$ cat src/rtl/lu_pkg.sv
// Shared types for the pipelined logic unit: operation encoding and depth limit.
package lu_pkg;

    typedef enum logic [1:0] {
        LU_AND = 2'b00,
        LU_OR  = 2'b01,
        LU_XOR = 2'b10,
        LU_NOR = 2'b11
    } lu_op_t;

    localparam int LU_MAX_STAGES = 4;

endpackage

$ cat src/rtl/lu_slice.sv
// One valid/ready register slice: a valid bit plus a payload register that
// loads only when the slice advances and upstream offers a beat.
module lu_slice #(
    parameter int           W       = 8,
    parameter logic [W-1:0] RST_VAL = '0
) (
    input  logic         clk,
    input  logic         rst_n,
    input  logic         up_valid,
    input  logic [W-1:0] up_data,
    input  logic         down_ready,
    output logic         advance,
    output logic         valid,
    output logic [W-1:0] data
);

    logic         valid_r;
    logic [W-1:0] data_r;

    // An empty slice always accepts, so bubbles collapse.
    assign advance = !valid_r || down_ready;
    assign valid   = valid_r;
    assign data    = data_r;

    // Occupancy: take upstream valid on advance, otherwise hold.
    always_ff @(posedge clk or negedge rst_n) begin
        if (!rst_n) begin
            valid_r <= 1'b0;
        end else if (advance) begin
            valid_r <= up_valid;
        end else begin
            valid_r <= valid_r;
        end
    end

    // Payload: load a real beat on advance, keep last value otherwise.
    always_ff @(posedge clk or negedge rst_n) begin
        if (!rst_n) begin
            data_r <= RST_VAL;
        end else if (advance && up_valid) begin
            data_r <= up_data;
        end else begin
            data_r <= data_r;
        end
    end

endmodule

$ cat src/rtl/logic32_pipe.sv
// Pipelined AND/OR/XOR/NOR unit with valid/ready flow control over STAGES slices.
// Optional zero/ones result flags are enabled by defining LU_FLAGS_EN.
module logic32_pipe
    import lu_pkg::*;
#(
    parameter int WIDTH  = 32,
    parameter int STAGES = 2
) (
    input  logic             clk,
    input  logic             rst_n,
    input  logic             in_valid,
    output logic             in_ready,
    input  lu_op_t           op,
    input  logic [WIDTH-1:0] a,
    input  logic [WIDTH-1:0] b,
    output logic             out_valid,
    input  logic             out_ready,
    output logic [WIDTH-1:0] f
`ifdef LU_FLAGS_EN
    ,
    output logic             zero,
    output logic             ones
`endif
);

    localparam int NS = (STAGES < 1) ? 1 :
                        (STAGES > LU_MAX_STAGES) ? LU_MAX_STAGES : STAGES;

`ifdef LU_FLAGS_EN
    // Flags ride in the two top payload bits: {zero, ones, result}.
    localparam int              PW          = WIDTH + 2;
    localparam logic [PW-1:0]   PAYLOAD_RST = {1'b1, 1'b0, {WIDTH{1'b0}}};
`else
    localparam int              PW          = WIDTH;
    localparam logic [PW-1:0]   PAYLOAD_RST = {PW{1'b0}};
`endif

    logic [WIDTH-1:0] res_s;
    logic [PW-1:0]    payload_s;

    // Operation result, purely from the current operands.
    always_comb begin
        res_s = {WIDTH{1'b0}};
        case (op)
            LU_AND:  res_s = a & b;
            LU_OR:   res_s = a | b;
            LU_XOR:  res_s = a ^ b;
            LU_NOR:  res_s = ~(a | b);
            default: res_s = {WIDTH{1'b0}};
        endcase
    end

`ifdef LU_FLAGS_EN
    assign payload_s = {(res_s == {WIDTH{1'b0}}), (&res_s), res_s};
`else
    assign payload_s = res_s;
`endif

    for (genvar i = 0; i < NS; i++) begin : g_slice
        logic          up_valid_s;
        logic [PW-1:0] up_data_s;
        logic          down_ready_s;
        logic          adv_s;
        logic          valid_s;
        logic [PW-1:0] data_s;

        if (i == 0) begin : g_head
            assign up_valid_s = in_valid;
            assign up_data_s  = payload_s;
        end else begin : g_body
            assign up_valid_s = g_slice[i-1].valid_s;
            assign up_data_s  = g_slice[i-1].data_s;
        end

        if (i == NS - 1) begin : g_tail
            assign down_ready_s = out_ready;
        end else begin : g_mid
            assign down_ready_s = g_slice[i+1].adv_s;
        end

        lu_slice #(
            .W       (PW),
            .RST_VAL (PAYLOAD_RST)
        ) u_slice (
            .clk        (clk),
            .rst_n      (rst_n),
            .up_valid   (up_valid_s),
            .up_data    (up_data_s),
            .down_ready (down_ready_s),
            .advance    (adv_s),
            .valid      (valid_s),
            .data       (data_s)
        );
    end

    assign in_ready  = g_slice[0].adv_s;
    assign out_valid = g_slice[NS-1].valid_s;
    assign f         = g_slice[NS-1].data_s[WIDTH-1:0];
`ifdef LU_FLAGS_EN
    assign zero      = g_slice[NS-1].data_s[WIDTH+1];
    assign ones      = g_slice[NS-1].data_s[WIDTH];
`endif

endmodule
$ cat config.mk
export PLATFORM = sky130hd
export DESIGN_NAME = logic32_pipe
export DESIGN_NICKNAME = d
export VERILOG_FILES = /design/src/rtl/lu_pkg.sv /design/src/rtl/lu_slice.sv /design/src/rtl/logic32_pipe.sv
export SDC_FILE = /design/constraint.sdc
export NUM_CORES = 1
export LEC_CHECK = 0
export ABC_AREA = 1
export CAP_MARGIN = 5
export CORE_AREA = 10 10 113 115
export CTS_BUF_LIST = sky130_fd_sc_hd__clkbuf_16
export DETAILED_ROUTE_END_ITERATION = 10
export DIE_AREA = 0 0 123 125
export PLACE_DENSITY = 0.76
export SYNTH_ARGS = -nofsm -noshare
export SYNTH_HDL_FRONTEND = slang
export SYNTH_SLANG_ARGS = --single-unit
$ cat constraint.sdc
create_clock -name clk -period 1.16 [get_ports clk]
set_input_delay 0.232 -clock clk [delete_from_list [all_inputs] [get_ports clk]]
set_output_delay 0.232 -clock clk [all_outputs]
set_load 0.05 [all_outputs]
==> flow_metrics.env, run 1 <==
export IMPL_syn_nets=798
export IMPL_crit_slowest_cell="dfrtp_2"
export IMPL_syn_mean_instance_area_um2=7.24
export IMPL_insertion_delay_ns=0.33
export IMPL_place_hpwl_um=9670
export IMPL_fp_dieW_um=123
export IMPL_worst_setup_path_type="register to output port"
export IMPL_place_area_um2=6420
export IMPL_cts_tree="built"
export IMPL_layout_common_cells="nand3_1 (179), inv_1 (101), nand2_1 (98)"
export IMPL_num_rows=38
export IMPL_cts_clk_slew_worst_paths_ns=0.05
export IMPL_cp_max_fo=3
export IMPL_fin_crit_sh=1.18
export IMPL_start_kind="register"
export IMPL_cp_end_kind="output port"
export IMPL_synthCells=664
export IMPL_worst_clock_skew_ns=0.00412
export IMPL_coreArea_um2=10600
export IMPL_port_buffers=103
export IMPL_critPathTopFamily="flip-flops"
export IMPL_via_per_inst=5.40
export IMPL_final_common_cell="nand3_1"
export IMPL_hold_viol=0
export IMPL_rsz0062_at_grt="yes"
export IMPL_vias=5005
export IMPL_drt_iter0_drc=542
export IMPL_drtAntennaViolNets=0
export IMPL_max_cap_violations=0
export IMPL_worst_pin_slew_ns=0.373
export IMPL_synthToLayoutAreaGrowth_pct=54.4
export IMPL_dieArea_um2=15400
export IMPL_grt_usage=0.184
export IMPL_timing_final_crit_period_ns=1.37
export IMPL_die_h_um=125
export IMPL_vdd_drop_max_uv=947
export IMPL_grt_max_degree=67
export IMPL_crit_arrival_ns=1.14
export IMPL_ys_types=13
export IMPL_antenna_found_initial=0
export IMPL_max_freq_ghz=0.732
export IMPL_wl_per_cell_um=17.0
export IMPL_status="finished, violations left"
export IMPL_ys_ff_latch=66
export IMPL_wirelength_um=15800
export IMPL_crit_required_ns=0.93
export IMPL_drive_above_1_share=0.220
export IMPL_drv_slew=0
export IMPL_drcViolationCount=0
export IMPL_initial_core_util=0.454
export IMPL_worst_slack_ns=-0.207
export IMPL_clkSinkCount=66
export IMPL_synth_warnings=0
export IMPL_drt_first_pass_iters=7
export IMPL_nNetsFinal=916
export IMPL_seq_area_frac_synth=0.343
export IMPL_clockBufferDepth=2
export IMPL_powerDensity_nw_per_um2=1560
export IMPL_crit_chain="nand3_4 > buf_12 > buf_12"
export IMPL_numCtsBuffers=9
export IMPL_synth_area_um2=4810
export IMPL_p_leak_nw=3.78
export IMPL_violations="setup timing"
export IMPL_grt_pass1_wl_um=23600
export IMPL_cts_root_buf="clkbuf_16"
export IMPL_antenna_cells=0
export IMPL_cts_htree_levels=3
export IMPL_first_global_vias=5021
export IMPL_cpMostUsedCell="buf_12"
export IMPL_place_gp_congestion=0.823
export IMPL_holdWs_ns=0.448
export IMPL_setup_viol=38
export IMPL_min_path_type="input pin to async pin"
export IMPL_crit_buf_inv=2
export IMPL_grt_overflow_total=0
export IMPL_final_cell_area_um2=7420
export IMPL_io_pins=104
export IMPL_critPathMaxStageDelay_ns=0.40
export IMPL_slew_headroom=0.751
-- timing repair --
item,in CTS,in global routing
setup endpoints to repair,66,69
pin swaps,9,32
cloned,5,4
resized for setup,63,89
hold buffers,1,0
hold endpoints to repair,66,0
setup buffers,7,4
-- worst paths after layout --
kind,startpoint,end,cells past startpoint,slack (ns)
setup / recovery,g_slice[1].u_slice.valid,in_ready,3,-0.21
setup reg to reg,g_slice[1].u_slice.valid,g_slice[0].u_slice.data[22],7,-0.20
hold / removal,rst_n,g_slice[1].u_slice.data[14],3,0.45
max in group asynchronous,rst_n,g_slice[0].u_slice.valid,3,0.41
min in group clk,b[6],g_slice[0].u_slice.data[6],6,0.48
hold reg to reg,g_slice[1].u_slice.data[14],g_slice[1].u_slice.data[14],2,0.53
-- synthesized netlist by cell type --
master    number  area, um2
nand3_1      192        961
nand3_4        1       17.5
ha_1          64        801
inv_2          1       3.75
dfrtp_1       66       1650
nor2_2         1       6.26
nor2_1        96        360
nand2_2        1       6.26
clkbuf_1       9       33.8
nand2_1      100        375
buf_4         20        150
buf_2         14       70.1
inv_1         99        372
-- layout make-up --
| class | instances | area [um2] |
|---|---|---|
| Clock buffer | 9 | 225 |
| Clock inverter | 7 | 30.0 |
| Fill cell | 750 | 3180 |
| Inverter | 100 | 388 |
| Multi-Input combinational cell | 455 | 2950 |
| Sequential cell | 66 | 1650 |
| Tap cell | 140 | 175 |
| Timing Repair Buffer | 147 | 1960 |
| Timing Repair inverter | 3 | 43.8 |
-- per-stage QoR --
step | power, mW | std cells | setup WS (ns) | TNS, ns | util
2_1_floorplan | 5.86 | 664 | -0.0496 | -1.80 | -
3_3_place_gp | 8.40 | 893 | -0.407 | -19.69 | 0.606
3_5_place_dp | 8.54 | 893 | -0.484 | -21.30 | 0.606
4_1_cts | 11.1 | 921 | -0.170 | -6.44 | 0.660
5_1_grt | 12.1 | 927 | -0.220 | -6.26 | 0.700
6_report | 11.6 | 927 | -0.207 | -4.54 | 0.700
-- worst min-delay path, cell delays in order --
cell and delay, ns:
dlygate4sd3_1 0.53, buf_2 0.12, buf_12 0.29
-- per-layer routing --
metal | vias to the layer above | global-route usage | routed length, um
met5 | - | 0 | 0
met4 | 0 | 0.0713 | 489
met3 | 46 | 0.0342 | 1090
met2 | 248 | 0.313 | 7940
met1 | 2371 | 0.225 | 6240
li1 | 2340 | - | -
-- logic make-up after synthesis --
group | synth area share
fa+ha+maj | 0.167
buf+inv | 0.131
flops | 0.343
simple gates | 0.359
-- report_power, final --
group / internal, mW / leakage [nW] / switching [mW]
combinational: 2.66 / 2.86 / 3.02
sequential: 2.90 / 0.776 / 0.692
clock: 1.40 / 0.140 / 0.939
-- flip-flops by register name, indices dropped and copies added, names as in the netlist --
name                   cells
g_slice.u_slice.valid      2
g_slice.u_slice.data      64
Note: power is estimated with default switching activity, not from simulation.
==> run 2, diff against run 1 <==
ABC_AREA = 0   (was 1)
CORE_AREA = 10 10 111 113   (was 10 10 113 115)
DIE_AREA = 0 0 121 123   (was 0 0 123 125)
MAX_ROUTING_LAYER = met4   (was unset)
SLEW_MARGIN = 25   (was unset)
==> flow_metrics.env, run 2 <==
export IMPL_final_common_cell="inv_1"
export IMPL_seq_area_frac_synth=0.360
export IMPL_worst_clock_skew_ns=0.00691
export IMPL_powerDensity_nw_per_um2=1460
export IMPL_max_freq_ghz=0.666
export IMPL_max_cap_violations=0
export IMPL_place_gp_congestion=0.778
export IMPL_timing_final_crit_period_ns=1.50
export IMPL_drv_slew=0
export IMPL_nFillCells=699
export IMPL_synth_area_leaders="dfrtp_1 (36%), ha_1 (17%), nor2b_1 (8.6%)"
export IMPL_insertion_delay_ns=0.32
export IMPL_hold_depth=4
export IMPL_ys_ff_latch=66
export IMPL_worst_pin_slew_ns=0.462
export IMPL_antenna_cells=0
export IMPL_layout_common_cells="inv_1 (66), clkdlybuf4s50_1 (65), ha_1 (64)"
export IMPL_cts_clk_slew_worst_paths_ns=0.05
export IMPL_largest_reg_flops=64
export IMPL_place_hpwl_um=8290
export IMPL_port_buffers=103
export IMPL_wl_per_cell_um=15.7
export IMPL_via_per_inst=5.04
export IMPL_syn_nets=622
export IMPL_crit_arrival_ns=1.68
export IMPL_drt_first_pass_iters=4
export IMPL_first_global_vias=3986
export IMPL_holdWs_ns=0.368
export IMPL_violations="setup timing"
export IMPL_cts_tree="built"
export IMPL_drive_above_1_share=0.272
export IMPL_cpMostUsedCell="buf_4"
export IMPL_numCtsBuffers=9
export IMPL_coreArea_um2=10100
export IMPL_holdPathEnd="g_slice[1].u_slice.valid"
export IMPL_synthArstFlopShare=1.00
export IMPL_slew_headroom=0.689
export IMPL_fin_util=0.699
export IMPL_yosysTopAreaCell="dfrtp_1"
export IMPL_min_from="out_ready"
export IMPL_r2r_setup_slack_ns=-0.34
export IMPL_grt_overflow_total=0
export IMPL_rsz0062_at_grt="yes"
export IMPL_vias=3725
export IMPL_setup_viol=66
export IMPL_drcViolationCount=0
export IMPL_drt_iter0_drc=191
export IMPL_synthMuxAreaShare=0.0786
export IMPL_ys_types=21
export IMPL_startpoint="g_slice[1].u_slice.valid"
export IMPL_crit_chain="and3b_2 > buf_4 > buf_4 > o21ai_0 > o31ai_2"
export IMPL_synthToLayoutAreaGrowth_pct=54.6
export IMPL_rr_startpoint="g_slice[1].u_slice.valid"
export IMPL_critPathMaxStageDelay_ns=0.40
export IMPL_cts_htree_levels=3
export IMPL_clockBufferDepth=2
export IMPL_io_pins=104
export IMPL_cp_max_fo=15
export IMPL_yosys_area_share_simple=0.158
export IMPL_fp_dieW_um=121
export IMPL_status="finished, violations left"
export IMPL_yosys_area_share_xor_xnor=0
export IMPL_nNetsFinal=733
export IMPL_cts_root_buf="clkbuf_16"
export IMPL_synth_area_um2=4590
export IMPL_synth_warnings=0
export IMPL_syn_mean_instance_area_um2=9.40
export IMPL_wirelength_um=11600
export IMPL_clkSinkCount=66
export IMPL_grt_usage=0.159
export IMPL_synth_compound_area_frac=0.140
export IMPL_yosys_area_top_type_share=0.360
export IMPL_r2r_end="g_slice[0].u_slice.data[25]"
export IMPL_drtAntennaViolNets=0
export IMPL_dieArea_um2=14900
export IMPL_cp_end_kind="register"
export IMPL_antenna_found_initial=0
export IMPL_worstRegToRegCells=5
export IMPL_grt_pass1_wl_um=18800
export IMPL_crit_slowest_cell="dfrtp_2"
export IMPL_synthFlopType="dfrtp_1"
export IMPL_synth_edf_count=0
export IMPL_worst_slack_ns=-0.341
export IMPL_num_rows=37
export IMPL_worst_setup_path_type="register to register"
export IMPL_die_h_um=123
export IMPL_initial_core_util=0.452
export IMPL_p_leak_nw=3.37
export IMPL_synth_top_family_by_area="adder cells"
export IMPL_fin_crit_sh=1.29
export IMPL_synthAdderAreaFrac=0.175
export IMPL_min_path_type="input pin to register"
export IMPL_start_kind="register"
export IMPL_grt_max_degree=67
export IMPL_crit_required_ns=1.34
export IMPL_synth_common_cells="dfrtp_1 (66), inv_1 (66), ha_1 (64), nor2b_1 (63)"
export IMPL_vdd_drop_max_uv=852
export IMPL_hold_viol=0
export IMPL_synthCells=488
run 2: layout make-up:
class	count	area, um2	share of cell area
clock inverters	6	26.3	0.00371
flip-flops and latches	66	1660	0.234
multi-input cells	326	3010	0.424
repair buffers	130	1750	0.247
well taps	136	170	0.0240
clock buffers	9	225	0.0318
inverters	66	255	0.0360
run 2: stage by stage:
stage | power [mW] | std cells | setup TNS [ns] | instance area, um2 | setup WS (ns)
3_5_place_dp | 7.69 | 715 | -27.54 | 6330 | -0.479
6_report | 10.3 | 739 | -16.44 | 7090 | -0.341
3_3_place_gp | 7.58 | 715 | -25.02 | 6330 | -0.409
5_1_grt | 10.8 | 739 | -18.98 | 7090 | -0.387
4_1_cts | 10.2 | 737 | -14.58 | 6910 | -0.298
2_1_floorplan | 5.46 | 488 | -13.66 | 4760 | -0.253
run 2: how the worst max path moves through the flow:
stage          depth (start not counted)                           to  slack [ns]
2_1_floorplan                          5  g_slice[0].u_slice.data[19]       -0.25
3_3_place_gp                           5  g_slice[1].u_slice.data[31]       -0.41
3_5_place_dp                           6  g_slice[0].u_slice.data[21]       -0.48
4_1_cts                                4                     in_ready       -0.30
5_1_grt                                5  g_slice[0].u_slice.data[25]       -0.39
6_report                               5  g_slice[0].u_slice.data[25]       -0.34
run 2: timing repair:
action                                  4_1_cts  5_1_grt
gates resized for setup                      52       50
buffers inserted                              4        2
gates cloned                                  2        0
endpoints found under the hold margin        66        0
pin swaps                                     3        1
endpoints found under the setup margin       68       72
hold buffers                                  1        0
run 2: worst max-delay path, delay by kind of cell (launching register included):
family                 cells  cell delay, ns
and+or+nand+nor            1            0.22
DFF                        1            0.40
buffers and inverters      2            0.33
AOI/OAI and AO/OA          2            0.41
run 2: cells by family after synthesis:
logic type | count (synthesis)
simple gates | 134
compound gates | 96
buf+inv | 96
flops | 66
fa+ha+maj | 64
mux | 32
run 2: per-layer routing:
| layer | vias up | wire, um | share of wire | GRT usage |
|---|---|---|---|---|
| met4 | 0 | 138 | 0.012 | 0.0452 |
| met1 | 1795 | 5000 | 0.43 | 0.190 |
| met5 | - | 0 | 0 | - |
| met2 | 80 | 6000 | 0.52 | 0.270 |
| li1 | 1840 | - | - | - |
| met3 | 10 | 450 | 0.039 | 0.0292 |
run 2: where the power goes:
part           internal (mW)  switching [mW]  leakage [nW]  total, mW
Clock                   1.39           0.891         0.131       2.29
Sequential              2.82           0.538         0.794       3.36
Combinational           2.48            2.21          2.45       4.69
